File: src/rtl/imm_gen_pipe.sv
// rtl/imm_gen_pipe.sv - pipelined RISC-V immediate generator with 2-entry skid buffer
module imm_gen_pipe #(
    parameter int XLEN  = 64,
    parameter int TAG_W = 32,
    parameter int CNT_W = 16
) (
    input  logic             clk,
    input  logic             reset,
    input  logic             in_valid,
    output logic             in_ready,
    input  logic [31:0]      in_instr,
    input  logic [TAG_W-1:0] in_tag,
    output logic             out_valid,
    input  logic             out_ready,
    output logic [XLEN-1:0]  out_imm,
    output logic [2:0]       out_fmt,
    output logic [TAG_W-1:0] out_tag,
    output logic             out_illegal,
    output logic [CNT_W-1:0] illegal_cnt
);

    localparam logic [2:0] FMT_NONE  = 3'd0;
    localparam logic [2:0] FMT_I     = 3'd1;
    localparam logic [2:0] FMT_S     = 3'd2;
    localparam logic [2:0] FMT_B     = 3'd3;
    localparam logic [2:0] FMT_U     = 3'd4;
    localparam logic [2:0] FMT_J     = 3'd5;
    localparam logic [2:0] FMT_SHAMT = 3'd6;

    typedef enum logic [1:0] {
        ST_EMPTY = 2'd0,
        ST_ONE   = 2'd1,
        ST_TWO   = 2'd2
    } state_t;

    typedef struct packed {
        logic [XLEN-1:0]  imm;
        logic [2:0]       fmt;
        logic [TAG_W-1:0] tag;
        logic             illegal;
    } entry_t;

    state_t state, state_n;
    entry_t r0, r1, d_entry;

    logic load_r0_in;
    logic load_r1_in;
    logic move_r1_r0;
    logic accept;
    logic pop;

    // Decode fields; every immediate is formed at 64 bits and truncated to XLEN
    logic [6:0]  opcode;
    logic [2:0]  funct3;
    logic        sgn;
    logic        is_shift;
    logic [63:0] imm_i, imm_s, imm_b, imm_u, imm_j;
    logic [63:0] imm64;
    logic [2:0]  d_fmt;
    logic        d_illegal;

    assign opcode   = in_instr[6:0];
    assign funct3   = in_instr[14:12];
    assign sgn      = in_instr[31];
    assign is_shift = (funct3 == 3'b001) || (funct3 == 3'b101);

    assign imm_i = {{52{sgn}}, in_instr[31:20]};
    assign imm_s = {{52{sgn}}, in_instr[31:25], in_instr[11:7]};
    assign imm_b = {{51{sgn}}, in_instr[31], in_instr[7], in_instr[30:25], in_instr[11:8], 1'b0};
    assign imm_u = {{32{sgn}}, in_instr[31:12], 12'b0};
    assign imm_j = {{43{sgn}}, in_instr[31], in_instr[19:12], in_instr[20], in_instr[30:21], 1'b0};

    // Opcode decode: select format and immediate, flag unrecognised opcodes
    always_comb begin
        imm64     = 64'd0;
        d_fmt     = FMT_NONE;
        d_illegal = 1'b0;
        case (opcode)
            7'b0010011: begin
                if (is_shift) begin
                    d_fmt = FMT_SHAMT;
                    if (XLEN == 64) begin
                        imm64 = {58'd0, in_instr[25:20]};
                    end else begin
                        imm64 = {59'd0, in_instr[24:20]};
                    end
                end else begin
                    d_fmt = FMT_I;
                    imm64 = imm_i;
                end
            end
            7'b0000011, 7'b1100111, 7'b1110011: begin
                d_fmt = FMT_I;
                imm64 = imm_i;
            end
            7'b0011011: begin
                if (XLEN == 64) begin
                    if (is_shift) begin
                        d_fmt = FMT_SHAMT;
                        imm64 = {59'd0, in_instr[24:20]};
                    end else begin
                        d_fmt = FMT_I;
                        imm64 = imm_i;
                    end
                end else begin
                    d_illegal = 1'b1;
                end
            end
            7'b0100011: begin
                d_fmt = FMT_S;
                imm64 = imm_s;
            end
            7'b1100011: begin
                d_fmt = FMT_B;
                imm64 = imm_b;
            end
            7'b0110111, 7'b0010111: begin
                d_fmt = FMT_U;
                imm64 = imm_u;
            end
            7'b1101111: begin
                d_fmt = FMT_J;
                imm64 = imm_j;
            end
            7'b0110011: begin
                d_fmt = FMT_NONE;
            end
            7'b0111011: begin
                d_illegal = (XLEN != 64);
            end
            default: begin
                d_illegal = 1'b1;
            end
        endcase
    end

    assign d_entry.imm     = imm64[XLEN-1:0];
    assign d_entry.fmt     = d_fmt;
    assign d_entry.tag     = in_tag;
    assign d_entry.illegal = d_illegal;

    // Handshake strobes; in_ready depends on registered occupancy only
    assign in_ready  = (state != ST_TWO);
    assign out_valid = (state != ST_EMPTY);
    assign accept    = in_valid & in_ready;
    assign pop       = out_valid & out_ready;

    // Occupancy state register
    always_ff @(posedge clk) begin
        if (reset) begin
            state <= ST_EMPTY;
        end else begin
            state <= state_n;
        end
    end

    // Next occupancy and register load selects
    always_comb begin
        state_n    = state;
        load_r0_in = 1'b0;
        load_r1_in = 1'b0;
        move_r1_r0 = 1'b0;
        case (state)
            ST_EMPTY: begin
                if (accept) begin
                    load_r0_in = 1'b1;
                    state_n    = ST_ONE;
                end
            end
            ST_ONE: begin
                if (accept && pop) begin
                    load_r0_in = 1'b1;
                end else if (accept) begin
                    load_r1_in = 1'b1;
                    state_n    = ST_TWO;
                end else if (pop) begin
                    state_n    = ST_EMPTY;
                end
            end
            ST_TWO: begin
                if (pop) begin
                    move_r1_r0 = 1'b1;
                    state_n    = ST_ONE;
                end
            end
            default: begin
                state_n = ST_EMPTY;
            end
        endcase
    end

    // Output register R0 and skid register R1
    always_ff @(posedge clk) begin
        if (reset) begin
            r0 <= '0;
            r1 <= '0;
        end else begin
            if (load_r0_in) begin
                r0 <= d_entry;
            end else if (move_r1_r0) begin
                r0 <= r1;
            end
            if (load_r1_in) begin
                r1 <= d_entry;
            end
        end
    end

    // Saturating count of accepted illegal opcodes
    always_ff @(posedge clk) begin
        if (reset) begin
            illegal_cnt <= '0;
        end else if (accept && d_illegal && (illegal_cnt != {CNT_W{1'b1}})) begin
            illegal_cnt <= illegal_cnt + 1'b1;
        end
    end

    assign out_imm     = r0.imm;
    assign out_fmt     = r0.fmt;
    assign out_tag     = r0.tag;
    assign out_illegal = r0.illegal;

endmodule

File: config.mk
export PLATFORM = sky130hd
export DESIGN_NAME = imm_gen_pipe
export DESIGN_NICKNAME = d
export VERILOG_FILES = /design/src/rtl/imm_gen_pipe.sv
export SDC_FILE = /design/constraint.sdc
export NUM_CORES = 1
export LEC_CHECK = 0
export CAP_MARGIN = 20
export CORE_UTILIZATION = 49
export CTS_CLUSTER_SIZE = 28
export DETAILED_ROUTE_END_ITERATION = 10
export PLACE_DENSITY = 0.87
export SLEW_MARGIN = 20
export SYNTH_ARGS = -nofsm -noshare
export SYNTH_HDL_FRONTEND = slang
export SYNTH_SLANG_ARGS = --single-unit
File: constraint.sdc
create_clock -name clk -period 3.2 [get_ports clk]
set_input_delay 0.96 -clock clk [delete_from_list [all_inputs] [get_ports clk]]
set_output_delay 0.96 -clock clk [all_outputs]
set_load 0.05 [all_outputs]
==> flow_summary.json <==
{
  "synth_compound_area_frac": 0.166,
  "ys_types": 54,
  "synth_top_family_by_area": "simple AND/OR/NAND/NOR gates",
  "crit_chain": "clkdlybuf4s50_1 > and3b_1 > a2bb2o_2 > or3_1 > buf_12 > nor4b_1 > mux2_2",
  "start_util": 0.506,
  "cts_root_buf": "clkbuf_16",
  "drive_gt1_frac": 0.0979,
  "fillers": 1061,
  "skew_ps": 5.92,
  "ys_seq_area_frac": 0.438,
  "cts.htree.levels": 4,
  "core_area_um2": 13900,
  "gp_congestion": 0.876,
  "hold_class": "reg -> reg",
  "synth_mux_area_frac": 0.116,
  "layout_commonest_cell": "clkdlybuf4s50_1",
  "layout_common_cells": "clkdlybuf4s50_1, dfxtp_1, nand2_1",
  "grt-ovfl-total": 0,
  "vias": 6438,
  "dp_hpwl_um": 12100,
  "antenna_found_initial": 0,
  "syn_area_per_cell_um2": 8.80,
  "ys_async_sr_fraction": 0,
  "path_class": "in -> reg",
  "post-cts-setup-buffers": 0,
  "holdBufCountCts": 0,
  "post-route-period-util": 0.902,
  "status": "finished, final reports clean",
  "firstDrtPassIters": 5,
  "synth_edf_count": 0,
  "grt_use_total": 0.254,
  "netlist_instances": 801,
  "io_buffers": 185,
  "min_period_ps": 2890,
  "finalSetupViolations": 0,
  "power.density_nw_per_um2": 508,
  "vdd_drop_max_v": 0.000340,
  "syn2layout_area_growth_pct": 35.4,
  "grt_pass1_wl_um": 29700,
  "clk_latency_ps": 420,
  "crit_path_end_kind": "register",
  "post_cts_resize_count": 0,
  "cts.path.max_buffers": 2,
  "antennaDiodeCount": 0,
  "die_x_um": 122,
  "grt_setup_unrepaired": "no",
  "synth_fa_ha_area_frac": 0.00178,
  "drcViolationCount": 0,
  "syn_nets": 870,
  "syn_area_um2": 7050,
  "num_rows": 43,
  "clock.fmax_ghz": 0.346,
  "cts_buffers": 17,
  "cp.arrival_ps": 3200,
  "synthXorXnorAreaFrac": 0,
  "ios": 186,
  "fin_nets": 1016,
  "worst_setup_path_start_kind": "input port",
  "clkTransAtPathRegs_ps": 60,
  "drv_slew": 0,
  "yosys_register_bits": 154,
  "postRouteAntennaNets": 0,
  "post_drt_wl_per_cell_um": 16.3,
  "final_util": 0.685,
  "grt_max_degree": 81,
  "cap_violations": 0,
  "die_area_um2": 14900,
  "p_leak_nw": 3.84,
  "cts.sinks": 154,
  "slowest_stage": "clkdlybuf4s50_1",
  "p_total_w": 0.00485,
  "wl_um": 18600,
  "dieHeight_um": 122,
  "ys.flop_type": "dfxtp_1",
  "synth_warnings": 0,
  "via_per_inst": 5.65,
  "synth-simple-area-share": 0.204,
  "grt_pass1_vias": 5867,
  "hold_viol_final": 0,
  "dr.first_iter.drc_count": 480,
  "worstMarginPinSlew_ps": 653,
  "slowest_delay_ps": 520,
  "cp_data_required_time_ps": 3510,
  "relSlewSlack": 0.563,
  "cp_max_fo": 18,
  "cts_tree": "done"
}
[power by group]
group          switching [W]  internal (W)  total (W)
Combinational       0.000521      0.000326   0.000847
Clock               0.000850       0.00108    0.00193
Sequential         0.0000557       0.00201    0.00207
Total                0.00143       0.00342    0.00485
[path summary, 6_finish.rpt]
check,startpoint,end,slack [ps],cells after the start
worst max-delay path,in_instr[4],illegal_cnt[5],310,7
worst min-delay path,r1[13],r1[13],450,2
worst min register to register,r1[13],r1[13],450,2
worst max register to register,state[0],illegal_cnt[5],990,6
[cell type report]
type | count | area, um2 | share of cell area
inverter | 4 | 15.0 | 0.00157
timing repair buffer | 224 | 2220 | 0.232
tap | 180 | 225 | 0.0236
clock inverter | 15 | 136 | 0.0143
clock buffer | 17 | 425 | 0.0446
multi-input combinational | 546 | 3440 | 0.360
sequential | 154 | 3080 | 0.323
[through the flow]
stage | setup WS [ps] | instance area, um2 | setup TNS, ps | hold slack [ps] | cells
3_5_place_dp | -127 | 8980 | -629 | 446 | 1108
4_1_cts | 297 | 9540 | 0 | 455 | 1140
5_1_grt | 212 | 9540 | 0 | 471 | 1140
3_3_place_gp | -55.7 | 8980 | -183 | 441 | 1108
6_report | 314 | 9540 | 0 | 454 | 1140
2_1_floorplan | 350 | 7050 | 0 | 431 | 801
[Yosys cell counts, types with 7 or more instances]
| cell type | n | area [um2] |
|---|---|---|
| a221oi_1 | 19 | 166 |
| nand2_1 | 99 | 372 |
| nand3_1 | 17 | 85.1 |
| a21oi_1 | 52 | 260 |
| mux2i_1 | 68 | 681 |
| buf_4 | 33 | 248 |
| nor3_1 | 9 | 45.0 |
| dfxtp_1 | 154 | 3080 |
| mux2_2 | 7 | 78.8 |
| nor2b_1 | 16 | 100 |
| a31oi_1 | 7 | 43.8 |
| a211oi_1 | 65 | 488 |
| nor2_1 | 97 | 364 |
| clkbuf_1 | 52 | 195 |
[logic make-up (layout without fill, tap and decap cells)]
| logic type | Yosys count | count (layout) |
|---|---|---|
| adder cells (fa/ha/maj) | 1 | 1 |
| flip-flops | 154 | 154 |
| AO/OA/AOI/OAI | 170 | 170 |
| buffers and inverters | 101 | 260 |
| AND/OR/NAND/NOR | 295 | 295 |
| multiplexers | 80 | 80 |
[registers in the layout, summed over array words and instances (netlist names)]
register     flops
illegal_cnt     16
out_fmt          3
out_illegal      1
out_imm         32
out_tag         32
r1              68
state            2
[worst max-delay path, delay by kind of cell]
| family | cells | cell delay [ps] |
|---|---|---|
| AO/OA/AOI/OAI | 1 | 240 |
| buffers and inverters | 2 | 700 |
| multiplexers | 1 | 370 |
| AND/OR/NAND/NOR | 3 | 920 |
[metal layers]
metal	global-route usage	vias to the layer above	share of wire
met5	0	-	0
met4	0.0903	0	0.015
li1	-	3133	-
met2	0.416	223	0.49
met1	0.325	3056	0.44
met3	0.0604	26	0.059
Power figures use the tool's default switching activity.
==> edit 1 (config.mk and constraints unchanged) <==
Change the parameter `TAG_W` from 32 to 36.
--- a/src/rtl/imm_gen_pipe.sv
+++ b/src/rtl/imm_gen_pipe.sv
@@ -3,3 +3,3 @@
     parameter int XLEN  = 64,
-    parameter int TAG_W = 32,
+    parameter int TAG_W = 36,
     parameter int CNT_W = 16
Interface: changed (resized in_tag and out_tag); port bits go from 186 to 194. No check against the original RTL was run, so the function may have changed too.
==> edit 1 against the original RTL <==
  * Maximum frequency up 0.56%
  * Setup slack better by 0.016 ns
  * Final area up 1.3%
  * Total power up 7.0%
  * Critical endpoint is now out_imm[42]
  * Combinational power up 20%
  * Wire length up 5.4%
  * Core utilization down 1.7 points
  * Sequential cell count up 8
  * Synthesized area up 2.8%
  * Final cell count up 8.6%
==> edit 1: results (changes against the original RTL) <==
stage,metric,value,unit,change
run_status,status,"complete, no violations",,
worst_setup_path,worstPathArrival,1.91,ns,-1.29 ns
worst_setup_path,crit_fanout,33,,+15
worst_setup_path,cpLargestDelayFamily,buffers and inverters,,
power_and_ir_drop,peakVddDrop,0.000388,V,+14%
global_routing,grt_max_degree,108,,+33%
power_and_ir_drop,cellLeakagePower,3.27,nW,-15%
synth,syn_nets,986,,+13%
final_layout,final_nets,1114,,+9.6%
final_layout,final_layout_size_suffix_gt1_frac,0.0854,,-0.0125
worst_setup_path,critical_path_class,reg2out,,
synth,synth_ff_type,dfxtp_1,,
worst_setup_path,cp_slowest_cell,clkdlybuf4s50_1,,
synth,netlist_top_cells_count,"nand2_1 (231), dfxtp_1 (162), a21oi_1 (92)",,
final_layout,top_register,r1,,
global_routing,use_met2,0.406,,-0.00989
synth,synth.distinct_cells,56,,+3.7%
final_layout,largest_register_ffs,72,,+5.9%
global_routing,grt_usage,0.256,,+0.00168
routing,first_iter_violations,559,,+16%
global_routing,met3_usage,0.0582,,-0.00224
sta,worst_pin_slew,0.793,ns,+0.140 ns
synth,netlist_top_cells_area,"dfxtp_1 (45%), nand2_1 (12%), a21oi_1 (6.4%)",,
global_routing,grt_pass1_wl,30700,um,+3.4%
routing,routed_wl,19600,um,+5.4%
sta,fin_worst_skew,0.0131,ns,+0.00713 ns
global_routing,grt_pass1_vias,6208,,+5.8%
final_layout,num_antenna_cells,0,,unchanged
final_layout,fillers,1150,,+8.4%
clocking,clk_pin_slew,0.06,ns,about the same
routing,first_pass_iters,6,,+1
global_routing,met1_usage,0.332,,+0.00630
place,pre_cts_ws,0.0623,ns,+0.190 ns
clocking,cts_buffers,17,,unchanged
clocking,cts_buffer_depth,2,,unchanged
place,dp_hpwl,12400,um,+2.5%
routing,vias_per_cell,5.80,,+2.6%
worst_setup_path,slowest_delay,0.87,ns,+0.35 ns
power_and_ir_drop,p_sw,0.00161,W,+13%
clocking,cts.repair.resized,0,,unchanged
synth,yosysSeqAreaShare,0.448,,+0.0102
place,place.gp.congestion,0.852,,-2.8%
place,port-buffer-count,193,,+4.3%
-- edit 1: cell types whose count changed in the layout (fill, tap and decap cells not counted), sizes merged, moves of 8 or more --
| cell | before | now |
|---|---|---|
| a21oi | 52 | 92 |
| a221oi | 19 | 8 |
| nor2 | 97 | 89 |
| buf | 40 | 21 |
| a31o | 0 | 18 |
| nand2 | 99 | 231 |
| clkdlybuf4s50 | 184 | 192 |
| nor4 | 11 | 3 |
| a311oi | 0 | 37 |
| dfxtp | 154 | 162 |
| mux2i | 68 | 9 |
| a211oi | 65 | 29 |
-- edit 1: final timing paths --
kind,slack (ns),end,cells after the start,start
min,0.45,r1[31]$_SDFFE_PP0P_,2,r1[31]$_SDFFE_PP0P_
min reg2reg,0.45,r1[31]$_SDFFE_PP0P_,2,r1[31]$_SDFFE_PP0P_
max reg2reg,1.21,illegal_cnt[9]$_SDFFE_PP0P_,5,illegal_cnt[13]$_SDFFE_PP0P_
max,0.33,out_imm[42],2,out_imm[62]$_SDFFE_PP0P_
-- edit 1: layer usage --
layer | part of all wire | wire (um)
met2 | 0.47 | 9270
met5 | 0 | 0
met4 | 0.032 | 620
met1 | 0.42 | 8250
met3 | 0.074 | 1450
-- edit 1: logic make-up (layout without fill, tap and decap cells) --
group                    Yosys count  count (layout)  synth area share
AND/OR/NAND/NOR                  404             404             0.241
AO/OA/AOI/OAI                    221             221             0.211
flip-flops                       162             162             0.448
buffers and inverters            110             251            0.0764
multiplexers                      14              14            0.0202
adder cells (fa/ha/maj)            2               2           0.00328
-- edit 1: power groups by stage --
stage               combinational (W)  sequential (W)  clock (W)
floorplan                    0.000434         0.00246          0
global placement              0.00101         0.00222          0
detailed placement            0.00102         0.00222          0
CTS                           0.00103         0.00217    0.00201
global route                  0.00109         0.00219    0.00211
finish                        0.00102         0.00218    0.00199
-- edit 1: worst reg2reg max path, stage by stage (launching register included) --
cell     delay (ns)
dfxtp_1        0.44
nand4_1        0.20
or4_1          0.65
nand3_1        0.33
or4_1          0.17
a21oi_1        0.06
-- edit 1: metrics by stage --
step                hold slack (ns)  power [W]  cell area, um2  utilization  instances
CTS                           0.457    0.00521            9670        0.668       1238
global placement              0.440    0.00322            9090        0.628       1206
global route                  0.474    0.00539            9670        0.668       1238
finish                        0.454    0.00519            9670        0.668       1238
detailed placement            0.447    0.00324            9090        0.628       1206
floorplan                     0.432    0.00289            7240            -        913
-- edit 1: layout make-up --
| cell class | instances | area share |
|---|---|---|
| inverters | 6 | 0.00233 |
| multi-input cells | 641 | 0.358 |
| well taps | 184 | 0.0238 |
| clock buffers | 17 | 0.0440 |
| flip-flops and latches | 162 | 0.335 |
| repair buffers | 213 | 0.220 |
| clock inverters | 15 | 0.0158 |
==> edit 2 (config.mk and constraints unchanged) <==
Without the edit above. Re-encode `state_t` (3 states) as one-hot, 3 bits wide.
--- a/src/rtl/imm_gen_pipe.sv
+++ b/src/rtl/imm_gen_pipe.sv
@@ -29,6 +29,6 @@
 
-    typedef enum logic [1:0] {
-        ST_EMPTY = 2'd0,
-        ST_ONE   = 2'd1,
-        ST_TWO   = 2'd2
+    typedef enum logic [2:0] {
+        ST_EMPTY = 3'b001,
+        ST_ONE   = 3'b010,
+        ST_TWO   = 3'b100
     } state_t;
Formal check against the unedited RTL: same outputs for any inputs over 4 cycles, from zero or initial values and one cycle with reset high; so few cycles prove little.
==> edit 2 against the original RTL <==
  * The run now ends with design-rule violations left
  * Final area is 3.5% higher
  * Sequential power hardly changed
  * Sequential share of layout area is 0.89 points lower
  * Synthesized area is 4.8% higher
  * Total power is 5.4% higher
  * Die area is 4.7% higher
  * Sequential cell count is 1 higher
  * Core utilization is 1.0 points lower
  * Setup slack worse by 0.18 ns
  * Wire length is 9.0% higher
  * Highest routed layer unchanged
==> edit 2: results (changes against the original RTL) <==
stage,metric,value,unit,change
run_status,status,finished with violations,,
run_status,failed_checks,design-rule violations,,
run,maxCapViolCount,0,,unchanged
global_routing,grt_max_degree,84,,+3.7%
clocking,cts.repair.resized,1,,+1
synth,async_reset_ff_frac,0,,unchanged
sta,worst_pin_slew,0.857,ns,+0.204 ns
synth,netlist_top_cells_count,"nand2_1 (201), dfxtp_1 (155), a21oi_1 (78)",,
synth,yosysSeqAreaShare,0.420,,-0.0174
clocking,cts_buffers,17,,unchanged
place,place.gp.congestion,0.893,,+1.9%
synth,synth_ff_type,dfxtp_1,,
final_layout,top_register,r1,,
place,dp_hpwl,13500,um,+12%
min_path,hp-class,reg2reg,,
routing,first_iter_violations,647,,+35%
place,port-buffer-count,185,,unchanged
clocking,clkLatencyLatePin,0.42,ns,about the same
routing,wl_per_cell,16.3,um,-0.24%
clocking,cts_setup_buffers,0,,unchanged
worst_setup_path,r2r_slack,1.03,ns,+0.04 ns
synth,postSynthAreaPerCell,8.15,um2,-7.3%
global_routing,grt_usage,0.258,,+0.00400
clocking,clk_pin_slew,0.07,ns,
global_routing,grt_pass1_wl,32800,um,+10%
power_and_ir_drop,peakVddDrop,0.000331,V,-2.6%
worst_setup_path,cpLargestDelayFamily,buffers and inverters,,
final_layout,fillers,1172,,+10%
synth,syn_nets,975,,+12%
routing,drc,38,,+38
final_layout,num_antenna_cells,0,,unchanged
place,placed_cells,1214,,+9.6%
synth,synth_warnings,0,,unchanged
final_layout,final_layout_size_suffix_gt1_frac,0.123,,+0.0254
clocking,cts-root-buf,clkbuf_16,,
synth,synth.distinct_cells,66,,+22%
clocking,cts_buffer_depth,2,,unchanged
worst_setup_path,cp_slowest_cell,clkdlybuf4s50_1,,
routing,routed_wl,20300,um,+9.0%
clocking,htreeDepth,4,,unchanged
power_and_ir_drop,p_sw,0.00155,W,+8.5%
sta,fin_worst_skew,0.0104,ns,+0.00448 ns
global_routing,grt_pass1_vias,6640,,+13%
power_and_ir_drop,cellLeakagePower,3.36,nW,-13%
global_routing,antenna_found_initial,0,,unchanged
sta,hold_ws,0.452,ns,-0.00149 ns
synth,netlist_top_cells_area,"dfxtp_1 (42%), nand2_1 (10%), a21oi_1 (5.3%)",,
final_layout,largest_register_ffs,68,,unchanged
worst_setup_path,crit_fanout,7,,-11
routing,first_pass_iters,8,,+3
final_layout,final_nets,1118,,+10%
worst_setup_path,slowest_delay,0.82,ns,+0.30 ns
routing,dr_total_vias,7184,,+12%
worst_setup_path,worstPathArrival,2.10,ns,-1.10 ns
==> edit 2: cells by family after synthesis <==
logic type,after synthesis,synth area share
simple gates,386,0.239
compound gates,222,0.216
flops,155,0.420
buf+inv,117,0.0884
mux,24,0.0334
xor+xnor,1,0.00119
fa+ha+maj,1,0.00169
==> edit 2: power by group through the flow <==
stage | clock (W) | combinational, W | sequential, W
5_1_grt | 0.00211 | 0.00109 | 0.00208
3_3_place_gp | 0 | 0.00103 | 0.00211
6_report | 0.00199 | 0.00105 | 0.00207
4_1_cts | 0.00202 | 0.00104 | 0.00207
2_1_floorplan | 0 | 0.000438 | 0.00236
3_5_place_dp | 0 | 0.00104 | 0.00211
==> edit 2: area by class of cell <==
| type | instances | area (um2) | area share |
|---|---|---|---|
| Multi-Input combinational cell | 634 | 3670 | 0.372 |
| Sequential cell | 155 | 3100 | 0.314 |
| Timing Repair Buffer | 233 | 2260 | 0.229 |
| Clock buffer | 19 | 443 | 0.0448 |
| Tap cell | 184 | 230 | 0.0233 |
| Clock inverter | 13 | 141 | 0.0143 |
| Inverter | 8 | 30.0 | 0.00304 |
==> edit 2: per-layer routing <==
metal  vias up  routed length [um]  GRT usage
met5         -                   0          0
met4         0                 329     0.0901
met3        30                1120     0.0520
met2       271                9850      0.429
met1      3415                8960      0.332
li1       3468                   -          -
==> edit 2: worst reg2reg max path, stage by stage, from the launching register on <==
cell      delay, ns
dfxtp_1        0.38
nand2b_1       0.24
o21ai_0        0.52
o21bai_1       0.43
buf_4          0.25
nor3b_1        0.05
o21ba_2        0.20
==> edit 2: through the flow <==
stage               total power [W]   util  TNS (ns)  cell area (um2)  setup slack [ns]
finish                      0.00511  0.674         0             9880             0.138
global route                0.00528  0.674         0             9880            0.0361
detailed placement          0.00315  0.635     -2.62             9290            -0.180
CTS                         0.00513  0.674         0             9880             0.116
floorplan                   0.00280      -         0             7380             0.567
global placement            0.00313  0.635    -0.519             9290           -0.0677
==> edit 2: worst paths after layout <==
check	start	to	cells after the start
worst max-delay path	state[1]$_SDFFE_PP0P_	in_ready	3
worst min-delay path	r1[4]$_SDFFE_PP0P_	r1[4]$_SDFFE_PP0P_	2
worst max register to register	state[1]$_SDFFE_PP0P_	illegal_cnt[1]$_SDFFE_PP0P_	6
worst min register to register	r1[4]$_SDFFE_PP0P_	r1[4]$_SDFFE_PP0P_	2
